$ cat config.mk
export PLATFORM = sky130hd
export DESIGN_NAME = preamble_search_ctrl
export DESIGN_NICKNAME = d
export VERILOG_FILES = /design/src/rtl/preamble_pkg.sv /design/src/rtl/preamble_search_ctrl_bank_argmax.sv /design/src/rtl/preamble_search_ctrl.sv
export SDC_FILE = /design/constraint.sdc
export NUM_CORES = 1
export LEC_CHECK = 0
export CAP_MARGIN = 25
export CORE_MARGIN = 5
export CORE_UTILIZATION = 45
export DETAILED_ROUTE_END_ITERATION = 16
export GPL_TIMING_DRIVEN = 0
export PLACE_DENSITY_LB_ADDON = 0.2
export SLEW_MARGIN = 5
export SYNTH_ARGS = -nofsm -noshare
export SYNTH_HDL_FRONTEND = slang
export SYNTH_HIERARCHICAL = 1
export SYNTH_SLANG_ARGS = --single-unit
$ cat constraint.sdc
create_clock -name clk -period 3 [get_ports clk]
set_input_delay 0.3 -clock clk [delete_from_list [all_inputs] [get_ports clk]]
set_output_delay 0.3 -clock clk [all_outputs]
set_load 0.1 [all_outputs]
$ cat src/rtl/preamble_pkg.sv
// Shared types and helpers for the preamble search controller.
package preamble_pkg;

  typedef enum logic [2:0] {
    ST_IDLE   = 3'd0,
    ST_FLUSH  = 3'd1,
    ST_SEARCH = 3'd2,
    ST_TRACK  = 3'd3,
    ST_REPORT = 3'd4
  } state_e;

  // Width needed to hold a correlator score in the range 0..length.
  function automatic int corr_width_f(input int length);
    return $clog2(length + 1);
  endfunction

  // Width of a bank index; a single bank still gets a one-bit field.
  function automatic int bank_w_f(input int banks);
    return (banks > 1) ? $clog2(banks) : 1;
  endfunction

  // Low bit position of bank idx inside the packed score bus.
  function automatic int bank_lo(input int idx, input int width);
    return idx * width;
  endfunction

endpackage

$ cat src/rtl/preamble_search_ctrl_bank_argmax.sv
// bank_argmax: combinational maximum over all bank scores.
// Ties resolve to the lowest bank index because a later bank must be
// strictly greater to displace the current winner.
module bank_argmax
  import preamble_pkg::*;
#(
  parameter int CORR_W = 7,
  parameter int BANKS  = 16,
  parameter int BANK_W = 4
) (
  input  logic [CORR_W*BANKS-1:0] dat_i,
  output logic [CORR_W-1:0]       max_score_o,
  output logic [BANK_W-1:0]       max_bank_o
);

  // Compare chain from bank 0 upward; strict compare keeps the lowest index on ties.
  always_comb begin
    max_score_o = dat_i[0 +: CORR_W];
    max_bank_o  = '0;
    for (int i = 1; i < BANKS; i++) begin
      if (dat_i[bank_lo(i, CORR_W) +: CORR_W] > max_score_o) begin
        max_score_o = dat_i[bank_lo(i, CORR_W) +: CORR_W];
        max_bank_o  = BANK_W'(i);
      end
    end
  end

endmodule

$ cat src/rtl/preamble_search_ctrl.sv
// preamble_search_ctrl: flushes the bank correlator, searches for a score
// above threshold, tracks the peak until it has held for HOLD samples and
// reports bank/score/offset, or reports a timeout.
// Optional build macro PREAMBLE_SEARCH_QUIET_GATE_EN: qualification is held
// off until all_zeros has been seen on a valid sample after the flush.
module preamble_search_ctrl
  import preamble_pkg::*;
#(
  parameter  int LENGTH       = 64,
  parameter  int BANKS        = 16,
  parameter  int HOLD         = 8,
  parameter  int FLUSH_CYCLES = 4,
  parameter  int CNT_W        = 16,
  localparam int CORR_WIDTH   = corr_width_f(LENGTH),
  localparam int BANK_W       = bank_w_f(BANKS)
) (
  input  logic                        clk,
  input  logic                        rst_n,
  input  logic                        start,
  input  logic                        abort,
  input  logic [CORR_WIDTH-1:0]       threshold,
  input  logic [CNT_W-1:0]            timeout_len,
  input  logic [CORR_WIDTH*BANKS-1:0] corr_dat,
  input  logic                        corr_vld,
  input  logic                        all_zeros,
  output logic                        corr_rst,
  output logic                        busy,
  output logic                        det_vld,
  output logic [BANK_W-1:0]           det_bank,
  output logic [CORR_WIDTH-1:0]       det_score,
  output logic [CNT_W-1:0]            det_offset,
  output logic                        timeout
);

  localparam int HOLD_W  = $clog2(HOLD + 1);
  localparam int FLUSH_W = $clog2(FLUSH_CYCLES + 1);

  state_e state_q, state_d;

  logic [CORR_WIDTH-1:0] max_score;
  logic [BANK_W-1:0]     max_bank;

  logic                  am_vld_q, am_vld_d;
  logic [CORR_WIDTH-1:0] am_score_q, am_score_d;
  logic [BANK_W-1:0]     am_bank_q, am_bank_d;
  logic [CNT_W-1:0]      am_cnt_q, am_cnt_d;

  logic [CNT_W-1:0]      sample_cnt_q, sample_cnt_d;
  logic [FLUSH_W-1:0]    flush_cnt_q, flush_cnt_d;
  logic [HOLD_W-1:0]     hold_cnt_q, hold_cnt_d;
  logic [CORR_WIDTH-1:0] thr_q, thr_d;
  logic [CNT_W-1:0]      tlen_q, tlen_d;
  logic [CORR_WIDTH-1:0] best_score_q, best_score_d;
  logic [BANK_W-1:0]     best_bank_q, best_bank_d;
  logic [CNT_W-1:0]      best_cnt_q, best_cnt_d;

  logic in_scan, gate_ok, qualify, greater, hold_done, flush_last, tmo_hit;

  bank_argmax #(
    .CORR_W (CORR_WIDTH),
    .BANKS  (BANKS),
    .BANK_W (BANK_W)
  ) u_argmax (
    .dat_i       (corr_dat),
    .max_score_o (max_score),
    .max_bank_o  (max_bank)
  );

`ifdef PREAMBLE_SEARCH_QUIET_GATE_EN
  logic quiet_seen_q, quiet_seen_d;

  // Remember whether the correlator has gone quiet since the flush.
  always_comb begin
    quiet_seen_d = quiet_seen_q;
    if (state_q == ST_FLUSH)
      quiet_seen_d = 1'b0;
    else if (in_scan && corr_vld && all_zeros)
      quiet_seen_d = 1'b1;
  end

  // Quiet-seen flag register.
  always_ff @(posedge clk or negedge rst_n) begin
    if (!rst_n) quiet_seen_q <= 1'b0;
    else        quiet_seen_q <= quiet_seen_d;
  end

  assign gate_ok = quiet_seen_q;
`else
  logic unused_all_zeros;
  assign unused_all_zeros = all_zeros;
  assign gate_ok          = 1'b1;
`endif

  assign in_scan    = (state_q == ST_SEARCH) || (state_q == ST_TRACK);
  assign qualify    = am_vld_q && gate_ok && (am_score_q >= thr_q);
  assign greater    = am_vld_q && (am_score_q > best_score_q);
  assign hold_done  = am_vld_q && !greater && (hold_cnt_q == HOLD_W'(HOLD - 1));
  assign flush_last = (flush_cnt_q == FLUSH_W'(FLUSH_CYCLES - 1));
  assign tmo_hit    = (tlen_q != '0) && (sample_cnt_q >= tlen_q);

  // State register.
  always_ff @(posedge clk or negedge rst_n) begin
    if (!rst_n) state_q <= ST_IDLE;
    else        state_q <= state_d;
  end

  // Next-state logic; abort overrides every transition.
  always_comb begin
    state_d = state_q;
    if (abort) begin
      state_d = ST_IDLE;
    end else begin
      unique case (state_q)
        ST_IDLE:   if (start) state_d = ST_FLUSH;
        ST_FLUSH:  if (flush_last) state_d = ST_SEARCH;
        ST_SEARCH: if (qualify) state_d = ST_TRACK;
                   else if (tmo_hit) state_d = ST_IDLE;
        ST_TRACK:  if (hold_done) state_d = ST_REPORT;
        ST_REPORT: state_d = ST_IDLE;
        default:   state_d = ST_IDLE;
      endcase
    end
  end

  // Output decode; pulses are suppressed in the cycle abort is seen.
  always_comb begin
    corr_rst   = (state_q == ST_FLUSH) && !abort;
    busy       = (state_q != ST_IDLE);
    det_vld    = 1'b0;
    det_bank   = '0;
    det_score  = '0;
    det_offset = '0;
    timeout    = (state_q == ST_SEARCH) && !abort && !qualify && tmo_hit;
    if (state_q == ST_REPORT && !abort) begin
      det_vld    = 1'b1;
      det_bank   = best_bank_q;
      det_score  = best_score_q;
      det_offset = best_cnt_q;
    end
  end

  // Datapath next-state: argmax stage, counters, latched config and best peak.
  always_comb begin
    am_vld_d     = 1'b0;
    am_score_d   = am_score_q;
    am_bank_d    = am_bank_q;
    am_cnt_d     = am_cnt_q;
    sample_cnt_d = sample_cnt_q;
    flush_cnt_d  = '0;
    hold_cnt_d   = hold_cnt_q;
    thr_d        = thr_q;
    tlen_d       = tlen_q;
    best_score_d = best_score_q;
    best_bank_d  = best_bank_q;
    best_cnt_d   = best_cnt_q;

    if (in_scan && corr_vld) begin
      am_vld_d   = 1'b1;
      am_score_d = max_score;
      am_bank_d  = max_bank;
      am_cnt_d   = sample_cnt_q;
      if (sample_cnt_q != {CNT_W{1'b1}})
        sample_cnt_d = sample_cnt_q + CNT_W'(1);
    end

    if (state_q == ST_FLUSH) begin
      sample_cnt_d = '0;
      flush_cnt_d  = flush_cnt_q + FLUSH_W'(1);
    end

    if (state_q == ST_IDLE && start && !abort) begin
      thr_d  = threshold;
      tlen_d = timeout_len;
    end

    if ((state_q == ST_SEARCH && qualify) || (state_q == ST_TRACK && greater)) begin
      best_score_d = am_score_q;
      best_bank_d  = am_bank_q;
      best_cnt_d   = am_cnt_q;
      hold_cnt_d   = '0;
    end else if (state_q == ST_TRACK && am_vld_q) begin
      hold_cnt_d = hold_cnt_q + HOLD_W'(1);
    end
  end

  // Datapath registers.
  always_ff @(posedge clk or negedge rst_n) begin
    if (!rst_n) begin
      am_vld_q     <= 1'b0;
      am_score_q   <= '0;
      am_bank_q    <= '0;
      am_cnt_q     <= '0;
      sample_cnt_q <= '0;
      flush_cnt_q  <= '0;
      hold_cnt_q   <= '0;
      thr_q        <= '0;
      tlen_q       <= '0;
      best_score_q <= '0;
      best_bank_q  <= '0;
      best_cnt_q   <= '0;
    end else begin
      am_vld_q     <= am_vld_d;
      am_score_q   <= am_score_d;
      am_bank_q    <= am_bank_d;
      am_cnt_q     <= am_cnt_d;
      sample_cnt_q <= sample_cnt_d;
      flush_cnt_q  <= flush_cnt_d;
      hold_cnt_q   <= hold_cnt_d;
      thr_q        <= thr_d;
      tlen_q       <= tlen_d;
      best_score_q <= best_score_d;
      best_bank_q  <= best_bank_d;
      best_cnt_q   <= best_cnt_d;
    end
  end

endmodule

# == Yosys cells after proc, flatten, opt, wreduce, memory -nomap -nowiden ==
# Index checks and enable logic that the tools add are counted.
# word_totals
ff_bits,104
latchBits,0
ramBits,0
romBits,0
memories,0
# op_classes
addsub,3
mul,0
div,0
order_cmp,18
n_eq_ne,11
shifts,0
n_mux,48
bitwise_logic,0
n_reduce_logical,29
# ops
operator,count
$gt A7 B7 Y1,16
$mux W7,16
$mux W16,4
$mux W4,11
$mux W3,11
$add A16 B1 Y16 const B,1
$ge A16 B16 Y1,1
$logic_and A1 B1 Y1,16
$ne A16 B16 Y1 const B,1
$reduce_bool A16 Y1,1
$pmux W3 S4,1
$eq A3 B2 Y1 const B,3
$ne A3 B3 Y1 const B,3
$ge A7 B7 Y1,1
$reduce_bool A2 Y1,3
$add A4 B1 Y4 const B,1
$eq A4 B3 Y1 const B,1
$mux W2,2
$ne A4 B4 Y1 const B,1
$reduce_and A4 Y1,1
$add A3 B1 Y3 const B,1
$eq A3 B1 Y1 const B,1
$eq A3 B3 Y1 const B,1
$logic_not A1 Y1,3
other kinds (5),8

# == Logic depth before layout (Yosys ltp) ==
# depth
word_depth,30
mapped_depth,146
ltp_nobuf,140

# == Modules after synthesis ==
# Netlist, hierarchy kept.
# modules_own_cells
module,n_inst,cells_per_inst,area_per_inst_um2,seq_area_each_um2
preamble_search_ctrl,1,478,5325.1,2602.5
bank_argmax,1,688,4879.7,0.0

# == Worst setup path before layout ==
# OpenSTA, ideal clock, no wires.
# synth_path
path_type,input-to-reg
start,input corr_dat[6]
end,register am_score_q[1]
t_arrival_ns,24.933
t_required_ns,2.875
setup_slack_ns,-22.058
cell_stages,135
path_buffers,9
path_cell_list,inv_1 -> ha_1 -> a21oi_1 -> o21ai_1 -> o21ai_1 -> mux2i_1 -> ha_1 -> nor2b_1 -> o21a_1 -> nor2_1 -> nor2_1 -> a32o_1 -> nor2_1 -> o21ai_0 -> ha_1 -> nor2b_1 -> o21a_1 -> o21ai_0 -> [... 99 more ...] -> o21ai_0 -> o21ai_0 -> nor2_1 -> nor2_1 -> clkbuf_1 -> nor2_1 -> a22oi_1 -> ha_1 -> a21o_1 -> a21o_1 -> a211o_1 -> o21ai_0 -> clkbuf_1 -> nand2_1 -> inv_1 -> o211a_1 -> nor3_1 -> mux2_2
# synth_between
elab_chain_len,30
# synth_rtl
item,line_no,text
"start, declared",preamble_search_ctrl.sv:23,"input logic [CORR_WIDTH*BANKS-1:0] corr_dat,"
$gt A7 B7 Y1,preamble_search_ctrl_bank_argmax.sv:21,"if (dat_i[bank_lo(i, CORR_W) +: CORR_W] > max_score_o) begin"
$mux W7 (*),preamble_search_ctrl_bank_argmax.sv:21,
$gt A7 B7 Y1,preamble_search_ctrl_bank_argmax.sv:21,
$mux W7 (*),preamble_search_ctrl_bank_argmax.sv:21,
$gt A7 B7 Y1,preamble_search_ctrl_bank_argmax.sv:21,
$mux W7 (*),preamble_search_ctrl_bank_argmax.sv:21,
$gt A7 B7 Y1,preamble_search_ctrl_bank_argmax.sv:21,
$mux W7 (*),preamble_search_ctrl_bank_argmax.sv:21,
[... 15 more ...],-,
$mux W7 (*),preamble_search_ctrl_bank_argmax.sv:21,
$gt A7 B7 Y1,preamble_search_ctrl_bank_argmax.sv:21,
$mux W7 (*),preamble_search_ctrl_bank_argmax.sv:21,
$gt A7 B7 Y1,preamble_search_ctrl_bank_argmax.sv:21,
$mux W7 (*),preamble_search_ctrl_bank_argmax.sv:21,
$gt A7 B7 Y1,preamble_search_ctrl_bank_argmax.sv:21,
$mux W7 (*),preamble_search_ctrl_bank_argmax.sv:21,
named net max_score[1],preamble_search_ctrl.sv:40,logic [CORR_WIDTH-1:0] max_score;
"end signal, assigned",preamble_search_ctrl.sv:203,am_score_q <= am_score_d;
"end, declared",preamble_search_ctrl.sv:44,"logic [CORR_WIDTH-1:0] am_score_q, am_score_d;"
# The timed path passes the listed nets; every way through them passes the cells marked *.
# A chain may end at the register's enable or synchronous reset.

# == Final worst setup path ==
# layout_path
start,input corr_dat[2]
end,register am_score_q[5]
# Same word-level chain as after synthesis.

==> run summary <==
Max-capacitance violation count: 0
Total core area: 22500 sq um
Final net count: 1778
DR iter-0 viols: 553
RSZ-0062 raised after global routing: true
Die ar.: 25800 sq um
Crit-path max FO: 8
WS Path Type: in -> reg
Sequential element share of the synthesized area: 25.5%
Commonest register cell after synthesis: dfrtp_1
Mapped Nets: 1435
DR WL/cell: 18.4 um
Gr usage total: 23.3%
Non-Filler Instances: 1799
Hold WC Path Type: reg -> reg
H-tree depth: 3
WL final: 33100 um
CP arrival: 23.93 ns
Startpoint types: input port
Yosys Warn Count: 6
Fin. Hold Viols: 0
Register bit total from synthesis: 104
Initial Util: 45.3%
Congestion Overflow GR: 0
DPL Wire Length: 23300 um
Fin worst setup slack: -20.70 ns
IO Pins: 172
Post-synth ARST share: 100%
Most used cell, CP: ha_1
Number of global-route vias before repair: 10100
Rows: 55
Fillers: 1727
Die height: 161 um
Final setup viols: 11
GPL Wtd Cong: 0.924
Area delta synth->final: 49.8%
Slowest-stage cell, CP: or3_4
Proportion of layout cells with a drive suffix above 1: 36.4%
Netlist Area Pre-Place: 10200 sq um
Global-route wire length before repair: 49900 um
CTS tree: done
Worst slew margin: 31.6%
Crit. End Element: flop
Largest net degree at the start of global routing: 67
Syn Area/Cell: 8.75 sq um
Failing checks: setup timing
Max-slew violation count: 0
EDFF count, synth: 0
Yosys cell types: 87
First-pass iteration count of the detailed router: 5
Final Skew: 0.00844 ns
Initial antenna violation count: 1
Fin crit period: 23.70 ns
Root Buffer: clkbuf_16
Period utilization: 790%
Status: finished, violations left
Clk sink count: 104
Final ANT Viol Nets: 0
TritonCTS buffer count: 9
Slew at the pin closest to its max-slew limit: 1.02 ns
DRC violations left: 0
Port bufs: 170
Post-Syn Instances: 1166
N_diodes: 0
Largest stage delay, worst path: 0.41 ns
CP required: 3.23 ns
Maximum clock frequency: 42.2 MHz
CTS max path bufs: 2
Via density: 5.70
DP Cell Count: 1622
Clock transition at the registers of the reported paths: 0.07 ns
Die W: 161 um
Via count: 10300
Latest clock arrival within the worst-skew pair: 0.35 ns
-- area by class of cell --
class                      instances  area (sq um)  share of cell area (%)
sequential                       104          2600                    17.0
timing repair buffer             333          2940                    19.2
tap                              285           357                    2.33
inverter                          94           375                    2.46
buffer                            24           220                    1.44
multi-input combinational        943          8500                    55.6
clock buffer                      11           233                    1.52
clock inverter                     5          63.8                   0.417
-- registers in the layout, indices dropped and copies added, names as in the netlist --
name / count
hold_cnt_q: 4
best_bank_q: 4
am_bank_q: 4
flush_cnt_q: 3
am_cnt_q: 16
thr_q: 7
state_q: 3
tlen_q: 16
am_vld_q: 1
best_cnt_q: 16
am_score_q: 7
sample_cnt_q: 16
best_score_q: 7
-- what timing repair did --
item	CTS	global route
setup buffers	125	36
resized for setup	292	114
endpoints found under the hold margin	38	0
setup endpoints to repair	40	32
gates cloned	2	0
pin swaps	99	102
hold buffers	1	0
-- synthesized netlist by cell type, types with 18 or more instances --
master	count	area, sq um
nand3_1	39	195
nor2_1	93	349
o21ai_0	66	330
nand2_1	114	428
ha_1	128	1600
mux2i_1	18	180
mux2_4	21	315
a21oi_1	55	275
dfrtp_1	104	2600
a21o_1	31	233
inv_1	93	349
mux2_2	51	574
nor3_1	19	95.1
and2_1	36	225
o21a_1	25	188
-- layer usage --
metal | global-route usage [%] | routed length (um) | vias to the layer above
li1 | - | - | 4947
met1 | 31.4 | 14400 | 4877
met2 | 39.1 | 15900 | 362
met3 | 3.85 | 1950 | 68
met4 | 5.63 | 777 | 2
met5 | 0 | 13 | -
-- worst max-delay path, delay by kind of cell --
| kind | cells | cell delay, ns |
|---|---|---|
| multiplexers | 6 | 1.61 |
| buffers and inverters | 20 | 2.32 |
| adder cells (fa/ha/maj) | 21 | 6.27 |
| AND/OR/NAND/NOR | 42 | 5.59 |
| AO/OA/AOI/OAI | 47 | 7.76 |
-- cell families after synthesis --
kind of cell	count (synthesis)	share of synthesized area, %
adders and majority gates	139	16.8
xor gates and xnor gates	17	1.46
DFF	104	25.5
AOI/OAI and AO/OA	303	21.9
buffers and inverters	119	4.78
muxes	90	10.5
and+or+nand+nor	394	19.1
-- placed cells by master (no fill, tap or decap), drive strengths merged, types with 12 or more instances in the layout --
cell,Yosys,layout
nor2b,16,16
nor3,21,21
nand2,115,115
dfrtp,104,104
o21ai,72,72
mux2i,18,18
nor2,93,93
and3,15,15
o211a,12,12
mux2,72,72
o31ai,14,14
o211ai,14,14
ha,128,128
nand4,16,16
o21a,25,25
and2,36,36
a21o,31,31
clkbuf,16,21
a21oi,61,61
buf,9,203
clkdlybuf4s50,0,126
nand3,40,40
inv,94,96
clkdlybuf4s15,0,17
-- stage by stage --
step | hold WS (ns) | instance area, sq um | worst slack, ns | setup TNS [ns] | utilization (%)
after CTS | 0.444 | 14400 | -20.18 | -220.88 | 64.1
final | 0.439 | 15300 | -20.70 | -226.41 | 67.9
after global routing | 0.454 | 15300 | -21.78 | -238.61 | 67.9
after floorplan | 0.00441 | 10600 | -19.72 | -215.78 | -
after global placement | 0.427 | 12700 | -23.29 | -505.18 | 56.2
after detailed placement | 0.301 | 12700 | -23.61 | -272.90 | 56.4
-- worst paths after layout --
check	startpoint	endpoint	slack, ns	depth (start not counted)
worst min-delay path	flush_cnt_q[0]$_DFF_PN0_	flush_cnt_q[0]$_DFF_PN0_	0.44	1
worst max-delay path	corr_dat[2]	am_score_q[5]$_DFFE_PN0P_	-20.70	136
worst max register to register	am_score_q[0]$_DFFE_PN0P_	best_bank_q[0]$_DFFE_PN0N_	0.57	9
min in group asynchronous	rst_n	best_cnt_q[8]$_DFFE_PN0N_	0.46	2
max in group asynchronous	rst_n	thr_q[5]$_DFFE_PN0P_	1.83	3
worst min register to register	flush_cnt_q[0]$_DFF_PN0_	flush_cnt_q[0]$_DFF_PN0_	0.44	1
Power is left out: the tool's default activity adds up to more than one toggle a clock period on the data nets, which glitch-free logic cannot reach.
